File: src/rtl/ysyx_25040129_lsu.sv
// Load/store unit: takes one EXU result, performs at most one bus access, returns the result to the WBU.
// Optional misaligned-access trap: define YSYX_25040129_LSU_MISALIGN_EN.
module ysyx_25040129_lsu #(
    parameter int REGS_DIG = 5
) (
    input  logic                clk,
    input  logic                rst,
    input  logic                is_req_valid_from_exu,
    output logic                is_req_ready_to_exu,
    input  logic [31:0]         addr_in_lsu,
    input  logic [31:0]         lsu_write_data_in_lsu,
    input  logic [2:0]          lsu_read_in_lsu,
    input  logic [1:0]          lsu_write_in_lsu,
    input  logic [REGS_DIG-1:0] rd_in_lsu,
    input  logic                reg_write_in_lsu,
    output logic                mem_req_valid,
    input  logic                mem_req_ready,
    output logic [31:0]         mem_addr,
    output logic                mem_wen,
    output logic [31:0]         mem_wdata,
    output logic [3:0]          mem_wstrb,
    input  logic                mem_resp_valid,
    input  logic [31:0]         mem_rdata,
    input  logic                mem_resp_err,
    output logic                is_wb_valid_to_wbu,
    input  logic                is_wb_ready_from_wbu,
    output logic [31:0]         result_out_lsu,
    output logic [REGS_DIG-1:0] rd_out_lsu,
    output logic                reg_write_out_lsu,
    output logic                bus_err_out_lsu
);

    typedef enum logic [1:0] {IDLE, ISSUE, WAIT_RESP, OUT} state_t;

    localparam logic [2:0] LD_LB = 3'd1, LD_LH = 3'd2, LD_LW = 3'd3, LD_LBU = 3'd4, LD_LHU = 3'd5;
    localparam logic [1:0] ST_SB = 2'd1, ST_SH = 2'd2, ST_SW = 2'd3;

    state_t              state_reg, state_next;
    logic [31:0]         addr_reg, wd_reg, result_reg;
    logic [2:0]          ld_reg;
    logic [1:0]          st_reg;
    logic [REGS_DIG-1:0] rd_reg;
    logic                rw_reg, err_reg;
    logic                accept;

    // Incoming request decode; a store overrides any load code, unknown load codes mean no load.
    logic [2:0] ld_in;
    logic       mem_op_in, misalign_in;

    always_comb begin
        ld_in = 3'd0;
        if (lsu_write_in_lsu == 2'd0 && lsu_read_in_lsu >= LD_LB && lsu_read_in_lsu <= LD_LHU)
            ld_in = lsu_read_in_lsu;
    end

    assign mem_op_in = (lsu_write_in_lsu != 2'd0) || (ld_in != 3'd0);

`ifdef YSYX_25040129_LSU_MISALIGN_EN
    assign misalign_in = ((ld_in == LD_LH || ld_in == LD_LHU || lsu_write_in_lsu == ST_SH) && addr_in_lsu[0])
                      || ((ld_in == LD_LW || lsu_write_in_lsu == ST_SW) && (addr_in_lsu[1:0] != 2'b00));
`else
    assign misalign_in = 1'b0;
`endif

    always_ff @(posedge clk or posedge rst) begin
        if (rst) state_reg <= IDLE;
        else     state_reg <= state_next;
    end

    always_comb begin
        state_next          = state_reg;
        accept              = 1'b0;
        is_req_ready_to_exu = 1'b0;
        mem_req_valid       = 1'b0;
        is_wb_valid_to_wbu  = 1'b0;
        case (state_reg)
            IDLE: begin
                is_req_ready_to_exu = 1'b1;
                if (is_req_valid_from_exu) begin
                    accept     = 1'b1;
                    state_next = (mem_op_in && !misalign_in) ? ISSUE : OUT;
                end
            end
            ISSUE: begin
                mem_req_valid = 1'b1;
                if (mem_req_ready) state_next = WAIT_RESP;
            end
            WAIT_RESP: begin
                if (mem_resp_valid) state_next = OUT;
            end
            OUT: begin
                is_wb_valid_to_wbu = 1'b1;
                if (is_wb_ready_from_wbu) begin
                    is_req_ready_to_exu = 1'b1;
                    state_next          = IDLE;
                    if (is_req_valid_from_exu) begin
                        accept     = 1'b1;
                        state_next = (mem_op_in && !misalign_in) ? ISSUE : OUT;
                    end
                end
            end
            default: state_next = IDLE;
        endcase
    end

    // Load alignment: shift the addressed byte/half down to bit 0, then extend.
    logic [15:0] sh;
    logic [31:0] load_data;
    assign sh = 16'(mem_rdata >> {addr_reg[1:0], 3'b000});

    always_comb begin
        case (ld_reg)
            LD_LB:   load_data = {{24{sh[7]}}, sh[7:0]};
            LD_LH:   load_data = {{16{sh[15]}}, sh[15:0]};
            LD_LW:   load_data = mem_rdata;
            LD_LBU:  load_data = {24'd0, sh[7:0]};
            LD_LHU:  load_data = {16'd0, sh[15:0]};
            default: load_data = 32'd0;
        endcase
    end

    always_ff @(posedge clk or posedge rst) begin
        if (rst) begin
            addr_reg   <= 32'd0;
            wd_reg     <= 32'd0;
            result_reg <= 32'd0;
            ld_reg     <= 3'd0;
            st_reg     <= 2'd0;
            rd_reg     <= '0;
            rw_reg     <= 1'b0;
            err_reg    <= 1'b0;
        end else if (accept) begin
            addr_reg   <= addr_in_lsu;
            wd_reg     <= lsu_write_data_in_lsu;
            ld_reg     <= ld_in;
            st_reg     <= lsu_write_in_lsu;
            rd_reg     <= rd_in_lsu;
            rw_reg     <= reg_write_in_lsu && !misalign_in;
            err_reg    <= misalign_in;
            result_reg <= mem_op_in ? 32'd0 : addr_in_lsu;
        end else if (state_reg == WAIT_RESP && mem_resp_valid) begin
            err_reg    <= mem_resp_err;
            result_reg <= mem_resp_err ? 32'd0 : load_data;
            if (mem_resp_err) rw_reg <= 1'b0;
        end
    end

    // Store lanes: every byte lane carries the data it would hold for any legal offset.
    for (genvar gi = 0; gi < 4; gi++) begin : g_lane
        assign mem_wdata[8*gi +: 8] = (st_reg == ST_SB) ? wd_reg[7:0] :
                                      (st_reg == ST_SH) ? wd_reg[8*(gi%2) +: 8] :
                                      (st_reg == ST_SW) ? wd_reg[8*gi +: 8] : 8'd0;
    end

    always_comb begin
        case (st_reg)
            ST_SB:   mem_wstrb = 4'b0001 << addr_reg[1:0];
            ST_SH:   mem_wstrb = addr_reg[1] ? 4'b1100 : 4'b0011;
            ST_SW:   mem_wstrb = 4'b1111;
            default: mem_wstrb = 4'b0000;
        endcase
    end

    assign mem_addr          = addr_reg;
    assign mem_wen           = (st_reg != 2'd0);
    assign result_out_lsu    = result_reg;
    assign rd_out_lsu        = rd_reg;
    assign reg_write_out_lsu = rw_reg;
    assign bus_err_out_lsu   = err_reg;

endmodule
File: config.mk
export PLATFORM = sky130hd
export DESIGN_NAME = ysyx_25040129_lsu
export DESIGN_NICKNAME = d
export VERILOG_FILES = /design/src/rtl/ysyx_25040129_lsu.sv
export SDC_FILE = /design/constraint.sdc
export NUM_CORES = 1
export LEC_CHECK = 0
export BUFFER_PORTS_ARGS = -buffer_cell sky130_fd_sc_hd__buf_2
export CAP_MARGIN = 20
export CORE_MARGIN = 3
export CORE_UTILIZATION = 40
export CTS_CLUSTER_SIZE = 28
export DETAILED_ROUTE_END_ITERATION = 12
export PLACE_DENSITY_LB_ADDON = 0.05
export REMOVE_ABC_BUFFERS = 1
export SYNTH_ARGS = -nofsm -noshare
export SYNTH_HDL_FRONTEND = slang
export SYNTH_SLANG_ARGS = --single-unit
export TNS_END_PERCENT = 30
File: constraint.sdc
create_clock -name clk -period 4.43 [get_ports clk]
set_input_delay 0 -clock clk [delete_from_list [all_inputs] [get_ports clk]]
set_output_delay 0 -clock clk [all_outputs]
set_load 0.005 [all_outputs]
---- Word-level counts from Yosys, hierarchy flattened ----
Cells that the tools add are included.
operators by class
  $lt $le $gt $ge ......................... 2
  equality and inequality tests ........... 15
  shift-type cells ........................ 2
  muxes and demuxes ....................... 39
  reductions and logical operators ........ 13
operators by type and width
  kind                                                                number
  one-hot mux 32 bit (5 select lines)                                 1
  two-way mux 32 bit                                                  4
  two-way mux 8 bit                                                   12
  right shift 32 x 5 -> 16 bit                                        1
  two-way mux 2 bit                                                   6
  one-hot mux 4 bit (3 select lines)                                  1
  two-way mux 1 bit                                                   10
  equality test 2 bit (second input constant)                         4
  inequality test 2 bit (second input constant)                       4
  one-hot mux 2 bit (4 select lines)                                  1
  nonzero test 2 bit                                                  4
  equality test 3 x 2 -> 1 bit (second input constant)                2
  equality test 3 bit (second input constant)                         2
  equality test 2 x 1 -> 1 bit (second input constant)                2
  zero test 2 bit                                                     2
  two-way mux 4 bit                                                   1
  one-hot mux 1 bit (2 select lines)                                  2
  AND reduction 4 bit                                                 1
  left shift 1 x 2 -> 4 bit (first input constant)                    1
  equality test 3 x 1 -> 1 bit (second input constant)                1
  greater-or-equal comparator 3 x 1 -> 1 bit (second input constant)  1
  <= comparator 3 bit (second input constant)                         1
  logical AND 1 bit                                                   3
  two-way mux 3 bit                                                   1
  other kinds (3)                                                     3
storage, ports and cells
  bits in registers ....................... 110
  bits of input ports ..................... 114
  output and inout port bits .............. 111
  word-level logic and storage cells ...... 80

---- Depth between registers and ports, before layout ----
Gate-level depths: netlist (run 1).
  word-level depth ........................ 10
  depth in mapped cells ................... 9
  gate-level depth less buffers ........... 6

---- Worst setup path after synthesis (run 1) ----
OpenSTA, ideal clock, no wires.
  path type ............................... reg2reg
  start point ............................. register state_reg[0]
  end point ............................... register result_reg[8] (netlist: result_out_lsu[8])
  setup time .............................. 0.145 ns
  arrival ................................. 1.860 ns
  setup slack ............................. 2.425 ns
  cell stages (with the launch flop) ...... 9
  period minus slack after synthesis ...... 2.005 ns
  cell sequence ........................... dfrtp_1 -> inv_1 -> ha_1 -> nor2b_1 -> buf_2 -> nand2_1 -> nand3b_1 -> clkbuf_1 -> o221ai_1
between the ends
  cells in the longest elaborated chain, start to end .. 3
  elaborated cells on any way between the ends .. 7
  those cells by class .................... eq/ne: 2; mux: 2; reduce/logical: 3
RTL lines
  what                                                                            line     source
  from (decl)                                                                     38       state_t state_reg, state_next;
  from (signal assigned)                                                          67       else state_reg <= state_next;
  equality test 2 bit, or another cell as far along                               76       case (state_reg)
  one-hot mux 1 bit (2 select lines) / logical AND 1 bit (equally long branches)  76, 141
  two-way mux 32 bit / nonzero test 2 bit (equally long branches)                 -
  to (signal assigned)                                                            140      result_reg <= mem_op_in ? 32'd0 : addr_in_lsu;
  to (signal assigned)                                                            143      result_reg <= mem_resp_err ? 32'd0 : load_data;
  to (decl)                                                                       39       logic [31:0] addr_reg, wd_reg, result_reg;
Several ways; a longest one is shown, not always the timed one.
A chain may end at the register's enable or synchronous reset.

---- Worst setup path in the final report (run 1) ----
  start point ............................. register state_reg[0]
  end point ............................... register wd_reg[25]
between the ends
  cells in the longest elaborated chain, start to end .. 2
  elaborated cells on any way between the ends .. 3
  those cells by class .................... eq/ne: 1; mux: 1; reduce/logical: 1
RTL lines
  what                                                           line  source
  equality test 2 bit / zero test 2 bit (equally long branches)  76
  one-hot mux 1 bit (2 select lines) (*)                         76
  to (signal assigned)                                           134   wd_reg <= lsu_write_data_in_lsu;
  to (decl)                                                      39
Mark *: on every way between the ends. The rest lies on a longest branch, timed or not.

==> flow_summary.yaml, run 1 <==
grt:
  grtUsageTotal: 0.2425
  grt_pass1_vias: 6132
  grt.overflow.total: 0
  antenna_found_initial: 2
  grt_max_degree: 100
  grt_pass1_wl_um: 33880
final_layout:
  fill_cells: 1425
  areaGrowthSynthToFinish_pct: 36.61
  nets: 1125
  drive_gt1_frac: 0.2829
  final_cell_mix: "256 x nand2_1, 224 x buf_2, 110 x dfrtp_1, 77 x dlygate4sd3_1, 36 x o21ai_0"
  mostFrequentLayoutCell: "nand2_1"
  post-route-util: 0.5618
  multi_input_area_sq_um: 3167
  fin_area_sq_um: 8572
  seq_area_sq_um: 2753
synthesis:
  synth-edff-count: 0
  ys_top_cells_by_area: "dfrtp_1 44%, nand2_1 15%, mux2i_1 3.8%"
  yosysWarnings: 0
  synth_top_area_cell: "dfrtp_1"
  synth_top_area_frac: 0.4387
  syn_area_sq_um: 6275
  synth-async-reset-ratio: 1.000
  ys_types: 51
  ys_seq_area_frac: 0.4387
  synthFlopType: "dfrtp_1"
  ys_ff_latch: 110
  syn_inst: 740
  syn_avg_cell_area_sq_um: 8.479
critical_path:
  cp.required_ns: 4.72
  cp-start-kind: "flip-flop"
  crit_path_cell_trace: "ha_1 -> a21o_1 -> and2_4 -> buf_4 -> nand2_1 -> nand2_1"
  arrival_ns: 3.30
  crit_buf_inv: 1
  cp-end-kind: "flip-flop"
  cp_top_family: "simple AND/OR/NAND/NOR gates"
  critPathSlowestCell: "and2_4"
  slowest_delay_ns: 1.00
  critical_path_class: "reg2reg"
  path_max_fanout: 99
  crit_top_cell: "nand2_1"
power_and_ir_drop:
  p_per_area_nw_per_um2: 631.2
  irDropWorstVdd_mv: 0.2691
  power.leakage_uw: 0.004409
sta:
  finalSetupViolations: 0
  finClkSkew_ns: 0.01025
  relSlewSlack: 0.2964
  fin_tns_setup_ns: 0
  fin_crit_sh: 0.6786
  max_slew.worst_pin.slew_ns: 1.055
  hold_viol: 0
  slew_violations: 0
  fmax_ghz: 0.3326
  period_minus_slack_ns: 3.006
  rsz0062_at_grt: "false"
cts:
  cts_buffers: 9
  clockBufferDepth: 2
  cts-htree-levels: 3
  numClockSinks: 110
  clock_latency_ns: 0.36
  post_cts_buffers: 0
  cts.repair.resized: 0
  cts_tree: "done"
  clkSlewWorstSetupHoldPaths_ns: 0.08
  cts_hold_buf: 77
  cts_root_buf: "clkbuf_16"
routing:
  drtAntennaViolNets: 0
  drcViolationCount: 0
  wl_per_cell_um: 17.38
  vias: 6406
  drt_wl_total_um: 21260
  routed_via_density: 5.238
  drtIter0Drc: 342
  dr.pass1.iters: 5
floorplan:
  die_w_um: 131.2
  coreArea_sq_um: 15260
  dieArea_sq_um: 17230
  rows: 45
  start_util: 0.4112
  io_pins: 225
  die_h_um: 131.2
place:
  placed_area_sq_um: 7476
  dp_hpwl_um: 14810
  gp_congestion: 0.8800
  portBuffers: 224
worst_hold_path:
  hp-class: "in2reg"
job:
  cap_violations: 0
run_status:
  outcome: "complete, no violations"
==> synthesized netlist by cell type (2+ instances only) <==
cell type	count
clkbuf_1	26
o21ai_0	36
mux2i_1	24
o21ai_1	8
inv_1	25
dfrtp_1	110
a31oi_1	32
buf_1	6
nor2b_1	13
buf_4	4
o221ai_1	7
a32oi_1	8
and2_1	2
a21oi_2	10
mux2_2	15
a221oi_1	7
nand3_1	11
nand3b_1	4
nand2b_1	6
or3b_1	2
a21o_1	2
o2bb2ai_1	15
a211oi_1	12
and3b_1	2
a21oi_1	16
nand2_1	257
nor2_1	11
ha_1	5
nor3_1	2
a2bb2oi_1	16
a22o_1	9
buf_2	15
buf_6	4
==> where the power goes <==
group / internal, uW / switching [uW]
clock network: 477 / 397
registers: 1440 / 333
logic: 1190 / 1580
total: 3100 / 2310
==> metal layers <==
metal  vias to the layer above  GRT usage  wire [um]  part of all wire
met3                        15    0.05130       1258             0.059
met2                       216     0.3868       9990              0.47
li1                       3097          -          -                 -
met4                         2    0.05018        251             0.012
met5                         -          0          7           0.00033
met1                      3076     0.3436       9747              0.46
==> worst paths after layout <==
kind / to / cells after the start / slack (ns) / from
worst max-delay path: wd_reg[25] / 6 / 1.42 / state_reg[0]
worst min-delay path: bus_err_out_lsu / 3 / 0.005 / mem_resp_err
worst max register to register: wd_reg[25] / 6 / 1.42 / state_reg[0]
worst min register to register: mem_addr[2] / 2 / 0.47 / mem_addr[2]
max in group asynchronous: result_out_lsu[18] / 4 / 2.92 / rst
min in group asynchronous: wd_reg[6] / 3 / 0.37 / rst
==> final cells by class <==
type / count / share of cell area
antenna: 1 / 0.0002919
clock buffer: 11 / 0.02948
clock inverter: 5 / 0.007590
inverter: 25 / 0.01124
multi-input combinational: 548 / 0.3694
sequential: 110 / 0.3211
tap: 211 / 0.03080
timing repair buffer: 312 / 0.2300
==> tightest hold or removal path, cell delays in order <==
cell and delay [ns]:
buf_2 0.14, nand2_1 0.11, a21oi_1 0.07
==> metrics by stage <==
stage,setup slack (ns),hold WS (ns),power (uW),std cells
6_report,1.424,0.004758,5411,1223
5_1_grt,1.201,0.04230,5839,1223
4_1_cts,1.436,0.01743,5433,1221
3_5_place_dp,1.457,0.1979,4488,1128
3_3_place_gp,1.539,0.1891,4429,1128
2_1_floorplan,0.2259,0.1054,3397,683
==> cells by family after synthesis <==
| family | after synthesis | share of synthesized area |
|---|---|---|
| AOI/OAI and AO/OA | 188 | 0.2126 |
| adders and majority gates | 5 | 0.009970 |
| buffers and inverters | 82 | 0.06002 |
| DFF | 110 | 0.4387 |
| muxes | 40 | 0.06879 |
| and+or+nand+nor | 315 | 0.2100 |
No activity file was read; power rests on OpenSTA's default activity.
==> inputs of run 2 (changes only) <==
==> constraint.sdc (replaced) <==
create_clock -name clk -period 2.83 [get_ports clk]
set_input_delay 0 -clock clk [delete_from_list [all_inputs] [get_ports clk]]
set_output_delay 0 -clock clk [all_outputs]
set_load 0.005 [all_outputs]
==> flow_summary.yaml, run 2 (same netlist as run 1, synthesis figures left out) <==
sta:
  finClkSkew_ns: 0.007550
  fmax_ghz: 0.3933
  relSlewSlack: 0.3478
  finalSetupViolations: 0
  max_slew.worst_pin.slew_ns: 0.9783
  slew_violations: 0
  fin_crit_sh: 0.8984
  fin_tns_setup_ns: 0
  finalWorstSetupSlack_ns: 0.2875
  period_minus_slack_ns: 2.543
  rsz0062_at_grt: "false"
  worst_hold_slack_ns: 0.004371
  hold_viol: 0
critical_path:
  cp-start-kind: "flip-flop"
  reg2reg_slack_ns: 0.29
  rr_endpoint: "mem_addr[1]"
  critical_path_class: "reg2reg"
  arrival_ns: 2.73
  cp.required_ns: 3.02
  path_max_fanout: 29
  critPathCapture: "mem_addr[1]"
  r2r-start: "state_reg[0]"
  cp-end-kind: "flip-flop"
  rr_worst_depth: 8
  crit_path_start: "state_reg[0]"
cts:
  cts.repair.resized: 0
  numClockSinks: 110
  clockBufferDepth: 2
  cts_root_buf: "clkbuf_16"
  cts_hold_buf: 75
  cts_buffers: 9
  cts-htree-levels: 3
  clock_latency_ns: 0.36
  cts_tree: "done"
  clkSlewWorstSetupHoldPaths_ns: 0.07
  post_cts_buffers: 0
routing:
  routed_via_density: 5.266
  drt_wl_total_um: 21540
  wl_per_cell_um: 17.51
  vias: 6477
  drcViolationCount: 0
  dr.pass1.iters: 5
  drtAntennaViolNets: 0
  drtIter0Drc: 366
power_and_ir_drop:
  power.leakage_uw: 0.004481
  irDropWorstVdd_mv: 0.4180
  p_per_area_nw_per_um2: 1010
floorplan:
  coreArea_sq_um: 15260
  die_h_um: 131.2
  io_pins: 225
  start_util: 0.4112
  die_w_um: 131.2
  dieArea_sq_um: 17230
  rows: 45
final_layout:
  mostFrequentLayoutCell: "nand2_1"
  fin_cells: 1230
  fin_area_sq_um: 8713
  nets: 1132
  drive_gt1_frac: 0.2888
  final_cell_mix: "256 x nand2_1, 224 x buf_2, 110 x dfrtp_1, 75 x dlygate4sd3_1, 36 x o21ai_0"
  areaGrowthSynthToFinish_pct: 38.86
grt:
  antenna_found_initial: 2
  grt_pass1_wl_um: 35080
  grt_max_degree: 81
  grt.overflow.total: 0
  grt_pass1_vias: 6564
  grtUsageTotal: 0.2513
place:
  place_inst: 1138
  placed_area_sq_um: 7589
  gp_congestion: 0.9151
  dp_hpwl_um: 15260
  portBuffers: 224
  pre_cts_slack_ns: 0.3355
run_status:
  outcome: "complete, no violations"
worst_hold_path:
  hp-class: "in2reg"
  holdPathStages: 3
job:
  cap_violations: 0
[run 2: critical path, stage by stage (launching register included)]
cell	delay, ns
dfrtp_1	0.44
inv_1	0.12
ha_1	0.35
nor2b_2	0.37
and2_4	0.42
buf_12	0.23
buf_12	0.17
nand2_1	0.06
o21ai_0	0.20
[run 2: through the flow]
stage / util / total power, uW
floorplan: - / 5318
global placement: 0.4973 / 7067
detailed placement: 0.4973 / 7170
CTS: 0.5709 / 8862
global route: 0.5711 / 9525
finish: 0.5711 / 8802
[run 2: power breakdown]
part	internal, uW	total, uW	switching, uW	leakage [uW]
registers	2250	2810	556	0.00140
logic	1960	4420	2460	0.00290
clock network	983	1580	594	0.000180
[run 2: area by class of cell]
class | instances | area, sq um
Tap cell | 211 | 264.0
Timing Repair Buffer | 319 | 2059
Inverter | 25 | 96.34
Sequential cell | 110 | 2753
Clock buffer | 11 | 242.7
Fill cell | 1438 | 6545
Multi-Input combinational cell | 548 | 3167
Antenna cell | 1 | 2.502
Clock inverter | 5 | 128.9
[run 2: layer usage]
metal	global-route usage	wire (um)	vias up
met5	0	7	-
met4	0.08285	490	2
met3	0.05590	1360	37
met2	0.4073	10310	262
met1	0.3356	9372	3058
li1	-	-	3118
[run 2: worst min-delay path by stage]
stage                         from            endpoint  slack, ns
5_1_grt              mem_rdata[11]  result_out_lsu[11]       0.02
3_3_place_gp                   rst        mem_addr[19]       0.08
4_1_cts        lsu_write_in_lsu[0]           st_reg[0]      0.004
2_1_floorplan      addr_in_lsu[15]        mem_addr[15]       0.11
3_5_place_dp                   rst        mem_addr[19]       0.08
6_report       lsu_write_in_lsu[0]           st_reg[0]      0.004
==> inputs of run 3 (changes only) <==
--- a/config.mk
+++ b/config.mk
@@ -9,6 +9,7 @@
 export CAP_MARGIN = 20
 export CORE_MARGIN = 3
 export CORE_UTILIZATION = 40
+export CTS_BUF_LIST = sky130_fd_sc_hd__clkbuf_4
 export CTS_CLUSTER_SIZE = 28
 export DETAILED_ROUTE_END_ITERATION = 12
 export PLACE_DENSITY_LB_ADDON = 0.05
==> flow_summary.yaml, run 3 (same netlist as run 1, synthesis figures left out) <==
critical_path:
  rr_endpoint: "ld_reg[0]"
  critical_path_class: "reg2reg"
  cp-start-kind: "flip-flop"
  reg2reg_slack_ns: 0.15
  arrival_ns: 3.09
  cp.required_ns: 3.25
  path_max_fanout: 18
  r2r-start: "state_reg[0]"
  rr_worst_depth: 8
  cp-end-kind: "flip-flop"
worst_hold_path:
  hp-class: "in2reg"
  holdPathStages: 5
  hp-start: "mem_rdata[20]"
  min_to: "result_out_lsu[20]"
place:
  dp_hpwl_um: 15260
  gp_congestion: 0.9151
  portBuffers: 224
floorplan:
  start_util: 0.4112
  die_h_um: 131.2
  die_w_um: 131.2
  io_pins: 225
  coreArea_sq_um: 15260
  dieArea_sq_um: 17230
  rows: 45
final_layout:
  mostFrequentLayoutCell: "nand2_1"
  drive_gt1_frac: 0.2796
  post-route-util: 0.5852
  nets: 1169
  areaGrowthSynthToFinish_pct: 42.29
  final_cell_mix: "256 x nand2_1, 224 x buf_2, 111 x dlygate4sd3_1, 110 x dfrtp_1, 36 x o21ai_0"
routing:
  drcViolationCount: 0
  drtAntennaViolNets: 0
  vias: 6696
  routed_via_density: 5.281
  drtIter0Drc: 390
  drt_wl_total_um: 21990
  dr.pass1.iters: 6
  wl_per_cell_um: 17.35
power_and_ir_drop:
  power.leakage_uw: 0.004557
  irDropWorstVdd_mv: 0.4299
  p_per_area_nw_per_um2: 948.2
sta:
  slew_violations: 0
  worst_hold_slack_ns: 0.04150
  max_slew.worst_pin.slew_ns: 1.003
  rsz0062_at_grt: "false"
  finClkSkew_ns: 0.01947
  relSlewSlack: 0.3313
  hold_viol: 0
  finalSetupViolations: 0
  period_minus_slack_ns: 2.675
  fin_crit_sh: 0.9452
  fin_tns_setup_ns: 0
  fmax_ghz: 0.3738
grt:
  grt.overflow.total: 0
  grt_pass1_wl_um: 35400
  grt_pass1_vias: 6722
  grt_max_degree: 81
  antenna_found_initial: 2
  grtUsageTotal: 0.2520
run_status:
  outcome: "complete, no violations"
cts:
  cts-htree-levels: 3
  clockBufferDepth: 2
  numClockSinks: 110
  clock_latency_ns: 0.48
  post_cts_buffers: 0
  clkSlewWorstSetupHoldPaths_ns: 0.17
  cts_buffers: 9
  cts_root_buf: "clkbuf_4"
  cts_tree: "done"
job:
  cap_violations: 0
[run 3: cell count changes in the layout (fill, tap and decap cells not counted), sizes merged]
cell,change
dlygate4sd3,+36
diode,+1
clkinv,+1
clkbuf,-1
and2,+1
[run 3: timing repair]
action                                  CTS  global route
hold buffers                            111             0
hold endpoints to repair                144             0
resized for setup                         0             2
endpoints found under the setup margin    0             3
[run 3: worst max path at each step]
| stage | start | endpoint | slack [ns] | depth (start not counted) |
|---|---|---|---|---|
| CTS | state_reg[0] | ld_reg[0] | 0.03 | 8 |
| floorplan | state_reg[0] | result_out_lsu[16] | -1.37 | 6 |
| detailed placement | state_reg[0] | mem_addr[1] | 0.34 | 8 |
| global route | state_reg[1] | ld_reg[0] | 0.02 | 8 |
| finish | state_reg[0] | ld_reg[0] | 0.15 | 8 |
| global placement | state_reg[0] | mem_addr[1] | 0.39 | 8 |
[run 3: metrics by stage]
step	setup slack [ns]	instance area (sq um)	cells	total power, uW
floorplan	-1.374	5992	683	5318
global placement	0.3866	7589	1138	7067
CTS	0.02752	8907	1265	8476
global route	0.02101	8929	1268	9176
detailed placement	0.3355	7589	1138	7170
finish	0.1550	8929	1268	8466
[run 3: cell type report]
| type | count | area, sq um |
|---|---|---|
| clock inverters | 6 | 132.6 |
| fillers | 1419 | 6330 |
| multi-input cells | 549 | 3179 |
| inverters | 25 | 96.34 |
| repair buffers | 355 | 2424 |
| diodes | 2 | 5.005 |
| flip-flops and latches | 110 | 2753 |
| clock buffers | 10 | 75.07 |
| well taps | 211 | 264.0 |
[run 3: metal layers]
metal / global-route usage / up-vias / wire length (um)
met5: 0 / - / 0
met4: 0.09802 / 0 / 687
met3: 0.04556 / 51 / 1300
met2: 0.4165 / 276 / 10470
met1: 0.3302 / 3176 / 9537
li1: - / 3193 / -
[run 3: worst max-delay path: stages, from the launching register on]
cell and delay [ns]:
dfrtp_1 0.47, inv_1 0.15, ha_1 0.18, a21o_1 0.42, and2_4 0.39, buf_4 0.27, nand3_1 0.10, dlygate4sd3_1 0.57
nand2_1 0.08
[run 3: where the power goes]
group	switching [uW]	internal, uW	total, uW
logic	2510	2080	4580
clock network	535	547	1080
registers	559	2240	2800
